## config.mk

```make
export PLATFORM = sky130hd
export DESIGN_NAME = dot_product_feeder
export DESIGN_NICKNAME = d
export VERILOG_FILES = /design/src/rtl/dot_product_feeder.sv
export SDC_FILE = /design/constraint.sdc
export NUM_CORES = 1
export LEC_CHECK = 0
export BUFFER_PORTS_ARGS = -buffer_cell sky130_fd_sc_hd__buf_2
export CAP_MARGIN = 20
export CORE_UTILIZATION = 30
export DETAILED_ROUTE_END_ITERATION = 7
export GPL_TIMING_DRIVEN = 0
export SYNTH_ARGS = -nofsm -noshare
export SYNTH_HDL_FRONTEND = slang
export SYNTH_SLANG_ARGS = --single-unit
```

## constraint.sdc

```tcl
create_clock -name clk -period 3.2 [get_ports clk]
set_input_delay 0.32 -clock clk [delete_from_list [all_inputs] [get_ports clk]]
set_output_delay 0.32 -clock clk [all_outputs]
set_load 0.005 [all_outputs]
```

## src/rtl/dot_product_feeder.sv

```systemverilog
// Operand sequencer for the dot_product unit: buffers one kernel and one image window,
// then streams element pairs with valid/first/last framing and ready back-pressure.
module dot_product_feeder #(
  parameter int size  = 8,
  parameter int width = 8
) (
  input  logic             clk,
  input  logic             reset,
  input  logic             filter_wr_en,
  input  logic [width-1:0] filter_wr_data,
  input  logic             image_wr_en,
  input  logic [width-1:0] image_wr_data,
  input  logic             start,
  input  logic             out_ready,
  output logic [width-1:0] filterInput,
  output logic [width-1:0] imageInput,
  output logic             out_valid,
  output logic             out_first,
  output logic             out_last,
  output logic             filter_full,
  output logic             image_full,
  output logic             busy,
  output logic             done
);

  localparam int CW = $clog2(size + 1);
  localparam int IW = (size > 1) ? $clog2(size) : 1;
  localparam logic [CW-1:0] FULL_CNT = CW'(size);
  localparam logic [IW-1:0] LAST_IDX = IW'(size - 1);

  typedef enum logic [1:0] {IDLE, STREAM, DONE} state_t;

  state_t           state_q, state_d;
  logic [CW-1:0]    fcnt_q, fcnt_d;
  logic [CW-1:0]    icnt_q, icnt_d;
  logic [IW-1:0]    idx_q, idx_d;
  logic [width-1:0] fbuf_q [size];
  logic [width-1:0] fbuf_d [size];
  logic [width-1:0] ibuf_q [size];
  logic [width-1:0] ibuf_d [size];
  logic             xfer;

  assign out_valid   = (state_q == STREAM);
  assign xfer        = out_valid && out_ready;
  assign out_first   = out_valid && (idx_q == '0);
  assign out_last    = out_valid && (idx_q == LAST_IDX);
  assign filterInput = out_valid ? fbuf_q[idx_q] : '0;
  assign imageInput  = out_valid ? ibuf_q[idx_q] : '0;
  assign filter_full = (fcnt_q == FULL_CNT);
  assign image_full  = (icnt_q == FULL_CNT);
  assign busy        = (state_q != IDLE);
  assign done        = (state_q == DONE);

  always_comb begin
    state_d = state_q;
    fcnt_d  = fcnt_q;
    icnt_d  = icnt_q;
    idx_d   = idx_q;
    fbuf_d  = fbuf_q;
    ibuf_d  = ibuf_q;
    case (state_q)
      IDLE: begin
        // Buffers only accept appends while idle; full flags lag the filling write by a cycle.
        if (filter_wr_en && !filter_full) begin
          fbuf_d[fcnt_q[IW-1:0]] = filter_wr_data;
          fcnt_d                 = fcnt_q + 1'b1;
        end
        if (image_wr_en && !image_full) begin
          ibuf_d[icnt_q[IW-1:0]] = image_wr_data;
          icnt_d                 = icnt_q + 1'b1;
        end
        if (start && filter_full && image_full) begin
          state_d = STREAM;
          idx_d   = '0;
        end
      end
      STREAM: begin
        if (xfer) begin
          if (idx_q == LAST_IDX) begin
            state_d = DONE;
            idx_d   = '0;
          end else begin
            idx_d = idx_q + 1'b1;
          end
        end
      end
      DONE: begin
        // Filter stays resident for the next window; only the image is released.
        icnt_d  = '0;
        state_d = IDLE;
      end
      default: state_d = IDLE;
    endcase
  end

  always_ff @(posedge clk) begin
    if (reset) begin
      state_q <= IDLE;
      fcnt_q  <= '0;
      icnt_q  <= '0;
      idx_q   <= '0;
    end else begin
      state_q <= state_d;
      fcnt_q  <= fcnt_d;
      icnt_q  <= icnt_d;
      idx_q   <= idx_d;
    end
  end

  always_ff @(posedge clk) begin
    fbuf_q <= fbuf_d;
    ibuf_q <= ibuf_d;
  end

endmodule

```

== Yosys cells after proc, flatten, opt, wreduce, memory -nomap -nowiden ==
Cells that the tools add are included.

* Output and inout port bits: 23
* Logic and storage cells: 85
* Flip-flop bits (word level): 141
* Bits of input ports: 22

* Magnitude comparators: 5
* Reduce and logical (&&, ||, !) cells: 21
* Eq/ne operators: 9
* Mux-type cells: 24
* Bitwise logic cells: 3
* $add $sub $neg: 3

{| class="wikitable"
|+ Operator list
! kind !! number
|-
| 64-bit bitwise mux || 2
|-
| 8-bit two-way mux || 8
|-
| 8-bit binary-select mux with 3-bit select || 2
|-
| 8-bit demux with 3-bit select || 2
|-
| 4-bit >= comparator (second input constant) || 3
|-
| 3-bit NOT with 4-bit output || 3
|-
| 1-bit logical AND || 9
|-
| 3-bit two-way mux || 3
|-
| 4-bit by 1-bit adder with 4-bit output (second input constant) || 2
|-
| 4-bit == test (second input constant) || 2
|-
| 4-bit by 1-bit less-than comparator with 1-bit output (second input constant) || 2
|-
| 4-bit one-hot mux with 2 select lines || 1
|-
| 2-bit two-way mux || 3
|-
| 3-bit one-hot mux with 2 select lines || 1
|-
| 2-bit AND reduction || 3
|-
| 3-bit AND reduction || 2
|-
| 2-bit nonzero test || 3
|-
| 4-bit two-way mux || 1
|-
| 2-bit by 1-bit != test with 1-bit output (second input constant) || 2
|-
| 2-bit != test (second input constant) || 2
|-
| 2-bit one-hot mux with 2 select lines || 1
|-
| 3-bit by 1-bit adder with 3-bit output (second input constant) || 1
|-
| 3-bit == test (second input constant) || 1
|-
| 3-bit logical NOT || 1
|-
| 4 further kinds || 5
|}

== Logic depth before layout (Yosys ltp) ==
Gate-level depths: netlist (run 1).

* Word-level depth: 6
* Depth in mapped cells: 6
* Gate-level depth less buffers: 6

== Worst setup path after synthesis (run 1) ==
No wires, ideal clock.

* Path kind: register -> register
* Start: reg fcnt_q[0]
* End: reg fbuf_q[56] in the netlist's numbering (enable)
* Slack: 0.999 ns
* Setup time: 0.395 ns
* Data required time: 2.805 ns
* Cell stages (with the launch flop): 6
* Period minus slack after synthesis: 2.201 ns
* Arrival: 1.806 ns
* Path buffers: 0
* Path through: dfxtp_1 > inv_1 > ha_1 > nand3b_1 > nand2_1 > nor4_1

* Cells in the longest elaborated chain, start to end: 4

{| class="wikitable"
|+ Ends and longest elaborated chain
! item !! RTL line !! source
|-
| start: declaration || 34 || <nowiki>logic [CW-1:0] fcnt_q, fcnt_d;</nowiki>
|-
| start signal: assignment || 104 || <nowiki>fcnt_q <= fcnt_d;</nowiki>
|-
| 4-bit == test || 49 || <nowiki>assign filter_full = (fcnt_q == FULL_CNT);</nowiki>
|-
| 1-bit logical NOT || 64 || <nowiki>if (filter_wr_en && !filter_full) begin</nowiki>
|-
| 1-bit logical AND || 64 ||
|-
| 2-bit AND reduction (no source line) || - ||
|-
| end signal: assignment || 111 || <nowiki>fbuf_q <= fbuf_d;</nowiki>
|-
| end: declaration || 37 || <nowiki>logic [width-1:0] fbuf_q [size];</nowiki>
|}

Every way passes these cells.
A chain may end at the register's enable or synchronous reset.

== Worst setup path after layout (run 1) ==
* Start: reg idx_q[2]
* End: out imageInput[5]

* Cells in the longest elaborated chain, start to end: 5

{| class="wikitable"
|+ Ends and longest elaborated chain
! item !! RTL line !! source
|-
| start: declaration || 36 || <nowiki>logic [IW-1:0] idx_q, idx_d;</nowiki>
|-
| start signal: assignment || 106 || <nowiki>idx_q <= idx_d;</nowiki>
|-
| 3-bit NOT with 4-bit output (not written as such) || 48 || <nowiki>assign imageInput = out_valid ? ibuf_q[idx_q] : '0;</nowiki>
|-
| 8-bit binary-select mux with 3-bit select || 48 ||
|-
| 8-bit two-way mux (not written as such) (2 in series) || 48 ||
|-
| 8-bit two-way mux || 48 ||
|-
| end: declaration || 16 || <nowiki>output logic [width-1:0] imageInput,</nowiki>
|}

Every way passes these cells. The select of a mux whose other input is x is not followed.

==> impl_metrics.csv, run 1 <==
group,metric,value,unit
global_routing,grt_use_total,12.8,%
sta,fin_crit_sh,86.4,%
floorplan,die_area,19600,um2
routing,wl_per_cell,18.3,um
sta,timing.fmax,361,MHz
sta,final_max_slew_viol_count,0,
worst_setup_path,arrival,2.45,ns
layout,fill_cells,1696,
clocking,root_buffer,"clkbuf_16",
synth,synth.distinct_cells,40,
routing,firstDrtPassIters,5,
synth,yosys_warnings,0,
place,numPortBuffers,44,
synth,ys_seq_elements,141,
layout,syn2layout_area_growth,21.2,%
worst_setup_path,end_kind,"output pin",
clocking,post_cts_resized,0,
clocking,cts_setup_buffers,0,
power,p_leak,2.41,nW
routing,totalWireLength,11900,um
clocking,cts.sinks,141,
layout,final_common_cell,"edfxtp_1",
synth,ys.flop_type,"edfxtp_1",
routing,ant_nets,0,
clocking,cts_tree,"done",
synth,syn-num-nets,362,
floorplan,ios,45,
sta,skew,0.00818,ns
place,place_congestion,0.787,
power,p_per_area,622,nW/um2
layout,layout_common_cells,"128 x edfxtp_1, 53 x buf_2, 39 x nand2_1",
synth,ys_seq_area_share,71.8,%
clocking,cts_hold_buf,0,
sta,hold_viol,0,
floorplan,coreArea,18700,um2
sta,worst_pin_slew,0.910,ns
layout,postLayoutCoreUtil,37.0,%
worst_setup_path,critPathLaunchType,"flip-flop",
min_path,hold_class,"input port to flip-flop",
power,power,4.31,mW
clocking,cts_max_level,4,
routing,drcViolationCount,0,
clocking,clk_latency,0.41,ns
floorplan,core.rowCount,50,
worst_setup_path,worst-path-max-fanout,10,
worst_setup_path,path_class,"flip-flop to output pin",
sta,finalSetupViolCount,0,
floorplan,start_util,30.6,%
synth,async_flop_share,0,%
global_routing,grt_max_degree,17,
clocking,cts_buffer_depth,2,
power,ir_drop,367,uV
clocking,clk_pin_slew,0.06,ns
sta,rsz0062_at_grt,"false",
sta,maxSlewHeadroom,39.1,%
layout,final_nets,431,
layout,drive_gt1_share,31.6,%
layout,final_area,6930,um2
floorplan,die_height,140,um
synth,synth_edf_count,128,
synth,avgSynthCellArea,17.2,um2
layout,diodes,0,
synth,synthCells,333,
place,hpwl,7890,um
sta,fin_tns_setup,0,ns
global_routing,grt_overflow,0,
worst_setup_path,crit_required,2.88,ns
status,status,"finished clean",
sta,min_period,2.77,ns
routing,drt-vias-per-instance,4.90,
clocking,cts_buffers,17,
floorplan,floorplan.die.width,140,um
job,cap_violations,0,
global_routing,grt_pass1_wl,18500,um
routing,vias,3177,
global_routing,antenna_found_initial,0,
place,placed_cell_area,6280,um2
routing,drt_iter0_markers,255,
global_routing,grt_pass1_vias,3290,
synth,synth_area,5720,um2
layout make-up:
| type | instances | area, um2 | share of cell area (%) |
|---|---|---|---|
| Multi-Input combinational cell | 163 | 1500 | 21.6 |
| Clock buffer | 17 | 425 | 6.14 |
| Tap cell | 234 | 293 | 4.23 |
| Sequential cell | 141 | 4100 | 59.3 |
| Timing Repair Buffer | 50 | 255 | 3.69 |
| Clock inverter | 15 | 219 | 3.16 |
| Inverter | 14 | 52.6 | 0.759 |
| Buffer | 15 | 77.6 | 1.12 |
cells by family after synthesis:
kind of cell | after synthesis | share of synthesized area [%]
flops | 141 | 71.8
simple gates | 88 | 7.88
mux | 36 | 13.4
compound gates | 32 | 3.15
buf+inv | 29 | 2.28
fa+ha+maj | 7 | 1.53
final timing paths:
path                                         from            end  slack [ns]  depth (start not counted)
worst max-delay path                     idx_q[2]  imageInput[5]        0.43                          6
worst min-delay path            filter_wr_data[0]     fbuf_q[16]        0.18                          1
worst max register to register         state_q[1]     fbuf_q[52]        0.83                          4
worst min register to register          fcnt_q[0]      fcnt_q[0]        0.56                          2
routing by layer:
metal	vias up	GRT usage (%)	wire [um]
met4	0	4.05	116
met1	1604	16.6	5370
li1	1444	-	-
met3	11	3.49	690
met5	-	0	0
met2	118	20.8	5670
stage by stage:
stage	hold slack, ns	std cells	setup slack, ns
after detailed placement	0.553	617	0.828
after CTS	0.170	649	0.366
after global routing	0.179	649	0.254
after global placement	0.530	611	0.221
final	0.182	649	0.434
after floorplan	0.419	333	0.999
critical path: stages (launching register included):
cell and delay, ns:
dfxtp_1 0.34, clkbuf_1 0.43, clkinv_1 0.46, clkbuf_1 0.39
nand2_1 0.17, a21oi_1 0.07, buf_2 0.16
cell usage after synthesis (3+ instances only):
master	count	area share (%)
nor3b_1	4	0.53
o211ai_1	3	0.39
clkbuf_1	6	0.39
edfxtp_1	128	67
nor3_1	5	0.44
buf_4	4	0.53
nand2b_1	4	0.44
a21oi_1	23	2.0
nand2_1	39	2.6
nor2_1	11	0.72
dfxtp_1	13	4.6
ha_1	7	1.5
mux4_2	32	13
buf_2	5	0.44
nand3_1	8	0.70
inv_1	12	0.79
where the power goes:
part / internal [mW] / switching (mW)
Clock: 1.38 / 0.748
Sequential: 2.05 / 0.0133
Combinational: 0.0430 / 0.0728
registers in the layout, summed over array words and instances, names as in the netlist:
signal   count
fbuf_q      64
ibuf_q      64
fcnt_q       4
icnt_q       4
idx_q        3
state_q      2
Power figures use the tool's default switching activity.
==> inputs of run 2 (changes only) <==
--- a/config.mk
+++ b/config.mk
@@ -5,6 +5,7 @@
 export SDC_FILE = /design/constraint.sdc
 export NUM_CORES = 1
 export LEC_CHECK = 0
+export ABC_AREA = 1
 export BUFFER_PORTS_ARGS = -buffer_cell sky130_fd_sc_hd__buf_2
 export CAP_MARGIN = 20
 export CORE_UTILIZATION = 30
==> run 2 against run 1 <==
Effect of this change:
- cell area rose by 0.45%
- via count rose by 26%
- largest cell class unchanged
- maximum frequency rose by 20%
- combinational power fell by 12%
- critical endpoint is now ibuf_q[10]
- cell count rose by 31%
- worst setup slack improved by 0.46 ns
- routed wire length rose by 20%
- register-to-register slack improved by 0.07 ns
- global-route usage rose by 2.2 points
- count of clock-buffer cells in the layout rose by 2
==> impl_metrics.csv, run 2 <==
group,metric,value,unit
clocking,clk_pin_slew,0.06,ns
layout,final_nets,607,
clocking,root_buffer,"clkbuf_16",
sta,fin_tns_setup,0,ns
synth,async_flop_share,0,%
routing,vias,4015,
worst_setup_path,arrival,2.43,ns
power,p_sw_share,20.0,%
power,p_int,3.12,mW
sta,fin_hold_ws,0.166,ns
synth,ys.flop_type,"edfxtp_1",
routing,totalWireLength,14200,um
layout,postLayoutCoreUtil,36.7,%
floorplan,ios,45,
synth,avgSynthCellArea,11.5,um2
sta,final_max_slew_viol_count,0,
power,power.switching,0.780,mW
place,hpwl,9460,um
sta,maxSlewHeadroom,30.7,%
sta,timing.fmax,434,MHz
routing,wl_per_cell,16.7,um
synth,ys_seq_area_share,69.7,%
clocking,cts_setup_buffers,0,
sta,skew,0.00417,ns
global_routing,grt_max_degree,17,
sta,hold_viol,0,
clocking,cts_max_level,4,
power,p_leak,2.59,nW
place,numPortBuffers,44,
job,cap_violations,0,
worst_setup_path,slowest_stage,"nor3_1",
clocking,cts_buffers,17,
power,pwr-share-seq,52.9,%
layout,drive_gt1_share,17.5,%
worst_setup_path,crit_buf_inv,2,
worst_setup_path,crit_chain,"inv_1 -> ha_1 -> nand2_1 -> nor2_2 -> nor2_2 -> nand2_1 -> nor3_1 -> buf_4",
global_routing,grt_overflow,0,
synth,syn-num-nets,543,
routing,drt-vias-per-instance,4.72,
global_routing,grt_use_total,15.0,%
routing,firstDrtPassIters,5,
layout,final_area,6960,um2
place,place_congestion,0.821,
synth,ys_seq_elements,141,
floorplan,die_area,20200,um2
synth,synth_area_leaders,"edfxtp_1 65%, nor2_1 6.9%, o21ai_0 4.8%",
layout,final_cells,850,
sta,finalSetupViolCount,0,
place,dp.cells,819,
clocking,cts.sinks,141,
power,pwr-share-clk,44.4,%
status,status,"finished clean",
floorplan,die_height,142,um
layout,fill_cells,1817,
synth,synth_top_area_cell,"edfxtp_1",
synth,synthCells,514,
clocking,post_cts_resized,0,
global_routing,grt_pass1_wl,21900,um
worst_setup_path,worst-path-max-fanout,6,
sta,fin_crit_sh,71.9,%
global_routing,antenna_found_initial,0,
synth,synthTopCellsByCount,"128 x edfxtp_1, 108 x nor2_1, 70 x nand2_1",
synth,synth_top_area_share,65.3,%
floorplan,floorplan.die.width,142,um
sta,worst_pin_slew,1.04,ns
global_routing,grt_pass1_vias,3994,
synth,synth.distinct_cells,23,
clocking,cts_tree,"done",
layout,final_common_cell,"edfxtp_1",
routing,ant_nets,0,
min_path,hold_class,"input port to flip-flop",
worst_setup_path,end_kind,"flip-flop",
floorplan,start_util,31.1,%
synth,yosys_warnings,0,
power,ir_drop,324,uV
floorplan,core.rowCount,50,
sta,min_period,2.30,ns
power,p_comb_share,2.6,%
worst_setup_path,crit_required,3.33,ns
worst_setup_path,crit_family,"simple AND/OR/NAND/NOR gates",
layout,layout_common_cells,"128 x edfxtp_1, 108 x nor2_1, 70 x nand2_1",
clocking,cts_buffer_depth,2,
routing,drcViolationCount,0,
layout,syn2layout_area_growth,18.1,%
worst_setup_path,path_class,"flip-flop to flip-flop",
place,placed_cell_area,6440,um2
clocking,clk_latency,0.42,ns
synth,synth_area,5890,um2
synth,synth_edf_count,128,
routing,drt_iter0_markers,376,
synth,synth_most_common_cell,"edfxtp_1",
clocking,cts_hold_buf,0,
worst_setup_path,cpPeakStageDelay,0.52,ns
power,p_per_area,560,nW/um2
worst_setup_path,critPathLaunchType,"flip-flop",
floorplan,coreArea,19000,um2
layout,reg_top3,"fbuf_q (64), ibuf_q (64)",
sta,rsz0062_at_grt,"false",
==> run 2: cell count changes after synthesis, sizes merged, moves of 17 or more <==
cell and change:
a21oi -17, mux4 -32, nand2 +32, nand3 +18, nor2 +103, o21ai +83
==> run 2: stage by stage <==
stage               setup slack [ns]  power (mW)
finish                         0.898        3.90
global route                   0.725        4.00
CTS                            0.900        3.92
detailed placement             0.915        2.20
global placement               0.597        2.20
floorplan                       1.17        2.15
==> run 2: worst paths after layout <==
check / to / slack, ns / startpoint / depth (start not counted)
max reg2reg: ibuf_q[10] / 0.90 / icnt_q[1] / 8
max: ibuf_q[10] / 0.90 / icnt_q[1] / 8
min: icnt_q[1] / 0.17 / reset / 2
min reg2reg: fcnt_q[3] / 0.51 / fcnt_q[3] / 2
==> run 2: power by group through the flow <==
stage	logic (mW)	clock network, mW	registers [mW]
final	0.102	1.73	2.06
after global routing	0.118	1.82	2.06
after CTS	0.104	1.75	2.06
after detailed placement	0.103	0	2.10
after global placement	0.0974	0	2.10
after floorplan	0.0507	0	2.10
==> run 2: logic make-up (layout without fill, tap and decap cells) <==
kind of cell | Yosys count | count (layout) | share of synthesized area, %
adders and majority gates | 7 | 7 | 1.49
AOI/OAI and AO/OA | 109 | 109 | 9.69
other | 0 | 1 | 0
DFF | 141 | 141 | 69.7
and+or+nand+nor | 213 | 213 | 14.6
xor gates and xnor gates | 1 | 1 | 0.149
buffers and inverters | 43 | 118 | 4.42
==> run 2: per-layer routing <==
layer	global-route usage (%)	vias up	part of all wire, %
met4	6.28	0	1.9
met3	3.10	22	4.5
met5	0	-	0
li1	-	1939	-
met1	19.4	1915	46
met2	24.4	139	48
==> run 2: worst reg2reg max path: cells and delay by family, from the launching register on <==
kind | cells | cell delay [ns]
and+or+nand+nor | 5 | 1.00
DFF | 1 | 0.40
buffers and inverters | 2 | 0.40
adders and majority gates | 1 | 0.22
==> run 2: cell type report <==
type / count / area (um2) / share of cell area (%)
Timing Repair Buffer: 45 / 228 / 3.27
Sequential cell: 141 / 4100 / 59.0
Multi-Input combinational cell: 330 / 1530 / 21.9
Buffer: 24 / 189 / 2.72
Antenna cell: 1 / 2.50 / 0.0360
Clock inverter: 11 / 78.8 / 1.13
Inverter: 19 / 71.3 / 1.03
Clock buffer: 19 / 433 / 6.22
Tap cell: 260 / 325 / 4.68
==> inputs of run 3 (changes only) <==
--- a/config.mk
+++ b/config.mk
@@ -5,7 +5,7 @@
 export SDC_FILE = /design/constraint.sdc
 export NUM_CORES = 1
 export LEC_CHECK = 0
-export ABC_AREA = 1
+export ABC_AREA = 0
 export BUFFER_PORTS_ARGS = -buffer_cell sky130_fd_sc_hd__buf_2
 export CAP_MARGIN = 20
 export CORE_UTILIZATION = 30
==> constraint.sdc (replaced) <==
create_clock -name clk -period 2.3 [get_ports clk]
set_input_delay 0.23 -clock clk [delete_from_list [all_inputs] [get_ports clk]]
set_output_delay 0.23 -clock clk [all_outputs]
set_load 0.005 [all_outputs]
==> run 3 against run 2 <==
Effect of this change:
- sequential cell count unchanged
- clock power is 71% higher
- maximum frequency rose by 0.50%
- combinational power is 62% higher
- cell area rose by 1.2%
- first-iteration DRC count shrank 35%
- sequential share of layout area decreased by 0.65 points
- routed wire length decreased by 17%
- worst setup slack got worse by 0.89 ns
- hold slack worse by 0.070 ns
==> impl_metrics.csv, run 3 (same netlist as run 1, synthesis figures left out) <==
group,metric,value,unit
worst_setup_path,path_class,"flip-flop to flip-flop",
layout,syn2layout_area_growth,23.1,%
routing,totalWireLength,11800,um
sta,final.setup.worst_slack,0.00982,ns
power,p_sw_share,19.3,%
clocking,cts_buffers,17,
global_routing,grt_pass1_wl,18600,um
layout,fill_cells,1682,
clocking,clk_latency,0.41,ns
sta,fin_crit_sh,99.6,%
sta,worst_pin_slew,0.908,ns
sta,final_max_slew_viol_count,0,
routing,ant_nets,0,
worst_setup_path,end_kind,"flip-flop",
routing,firstDrtPassIters,4,
power,p_per_area,851,nW/um2
sta,fin_hold_ws,0.0952,ns
global_routing,antenna_found_initial,0,
place,dp_slack,-0.0719,ns
worst_setup_path,worst-path-max-fanout,9,
place,hpwl,7890,um
job,cap_violations,0,
status,status,"finished clean",
min_path,hold_class,"input port to flip-flop",
layout,layout_common_cells,"128 x edfxtp_1, 49 x buf_2, 39 x nand2_1",
routing,drcViolationCount,0,
clocking,cts_buffer_depth,2,
layout,reg_top3,"fbuf_q (64), ibuf_q (64)",
place,place_congestion,0.787,
global_routing,grt_use_total,12.8,%
layout,final_common_cell,"edfxtp_1",
clocking,clk_pin_slew,0.06,ns
power,power.switching,1.16,mW
sta,skew,0.0109,ns
power,p_int,4.83,mW
sta,finalSetupViolCount,0,
routing,wl_per_cell,18.1,um
floorplan,ios,45,
global_routing,grt_max_degree,17,
clocking,root_buffer,"clkbuf_16",
layout,final_nets,433,
worst_setup_path,arrival,2.32,ns
sta,min_period,2.29,ns
clocking,cts_max_level,4,
power,p_comb_share,2.8,%
sta,rsz0062_at_grt,"true",
global_routing,grt_pass1_vias,3297,
sta,hold_viol,0,
clocking,cts_hold_buf,0,
power,pwr-share-seq,47.9,%
floorplan,core.rowCount,50,
floorplan,coreArea,18700,um2
sta,timing.fmax,437,MHz
clocking,cts.sinks,141,
floorplan,floorplan.die.width,140,um
place,numPortBuffers,44,
layout,drive_gt1_share,34.8,%
worst_setup_path,crit_required,2.33,ns
power,ir_drop,506,uV
sta,maxSlewHeadroom,39.2,%
routing,vias,3145,
layout,diodes,0,
worst_setup_path,critPathLaunchType,"flip-flop",
routing,drt_iter0_markers,246,
power,p_leak,2.45,nW
floorplan,die_area,19600,um2
clocking,cts_tree,"done",
floorplan,start_util,30.6,%
routing,drt-vias-per-instance,4.83,
floorplan,die_height,140,um
global_routing,grt_overflow,0,
power,pwr-share-clk,49.4,%
-- run 3: cell count changes in the layout (fill, tap and decap cells not counted), moves of 5 or more --
cell and delta:
o21ai_0 -54, o21ai_1 -29, nand3_1 -17, o22ai_1 -16, nand2_1 -31, nor2_2 -5
buf_6 -8, a21oi_1 +17, mux4_2 +32, nor2_1 -99
-- run 3: final timing paths --
kind | end | cells past startpoint | slack (ns) | from
max reg2reg | ibuf_q[44] | 3 | 0.01 | state_q[1]
max | ibuf_q[44] | 3 | 0.01 | state_q[1]
min reg2reg | fcnt_q[3] | 2 | 0.57 | fcnt_q[3]
min | ibuf_q[46] | 1 | 0.1 | image_wr_data[6]
-- run 3: final cells by class --
cell class / instances / area, um2 / area share, %
sequential: 141 / 4110 / 58.3
buffer: 15 / 129 / 1.83
inverter: 14 / 53.8 / 0.765
clock inverter: 15 / 219 / 3.11
timing repair buffer: 52 / 270 / 3.84
tap: 234 / 293 / 4.16
multi-input combinational: 163 / 1540 / 21.9
clock buffer: 17 / 425 / 6.05
-- run 3: metrics by stage --
stage,cell area [um2],total power [mW],TNS (ns),instances,utilization (%)
2_1_floorplan,5720,3.00,0,333,-
3_3_place_gp,6230,3.06,-21.74,611,33.3
3_5_place_dp,6280,3.08,-0.870,617,33.6
4_1_cts,6960,6.02,-0.193,649,37.2
5_1_grt,7040,6.15,-2.98,651,37.6
6_report,7040,5.99,0,651,37.6
-- run 3: timing repair --
| action | CTS | global route |
|---|---|---|
| gates cloned | 0 | 0 |
| resized for setup | 15 | 14 |
| buffers inserted | 0 | 2 |
| setup endpoints to repair | 47 | 62 |
-- run 3: metal layers --
layer | vias to the layer above | track usage [%] | share of wire, %
met3 | 2 | 3.49 | 5.8
met5 | - | 0 | 0
met2 | 102 | 20.7 | 49
met4 | 0 | 4.05 | 0.48
li1 | 1449 | - | -
met1 | 1592 | 16.7 | 44
-- run 3: critical path, stage by stage (launching register included) --
cell and delay, ns:
dfxtp_1 0.39, nor3b_1 0.47, nand3_1 0.28, nor2_1 0.75
-- run 3: power groups by stage --
stage                     sequential [mW]  clock (mW)  combinational, mW
after floorplan                      2.91           0             0.0820
after global placement               2.91           0              0.145
after CTS                            2.86        3.00              0.163
after global routing                 2.87        3.10              0.182
after detailed placement             2.92           0              0.161
final                                2.87        2.96              0.165
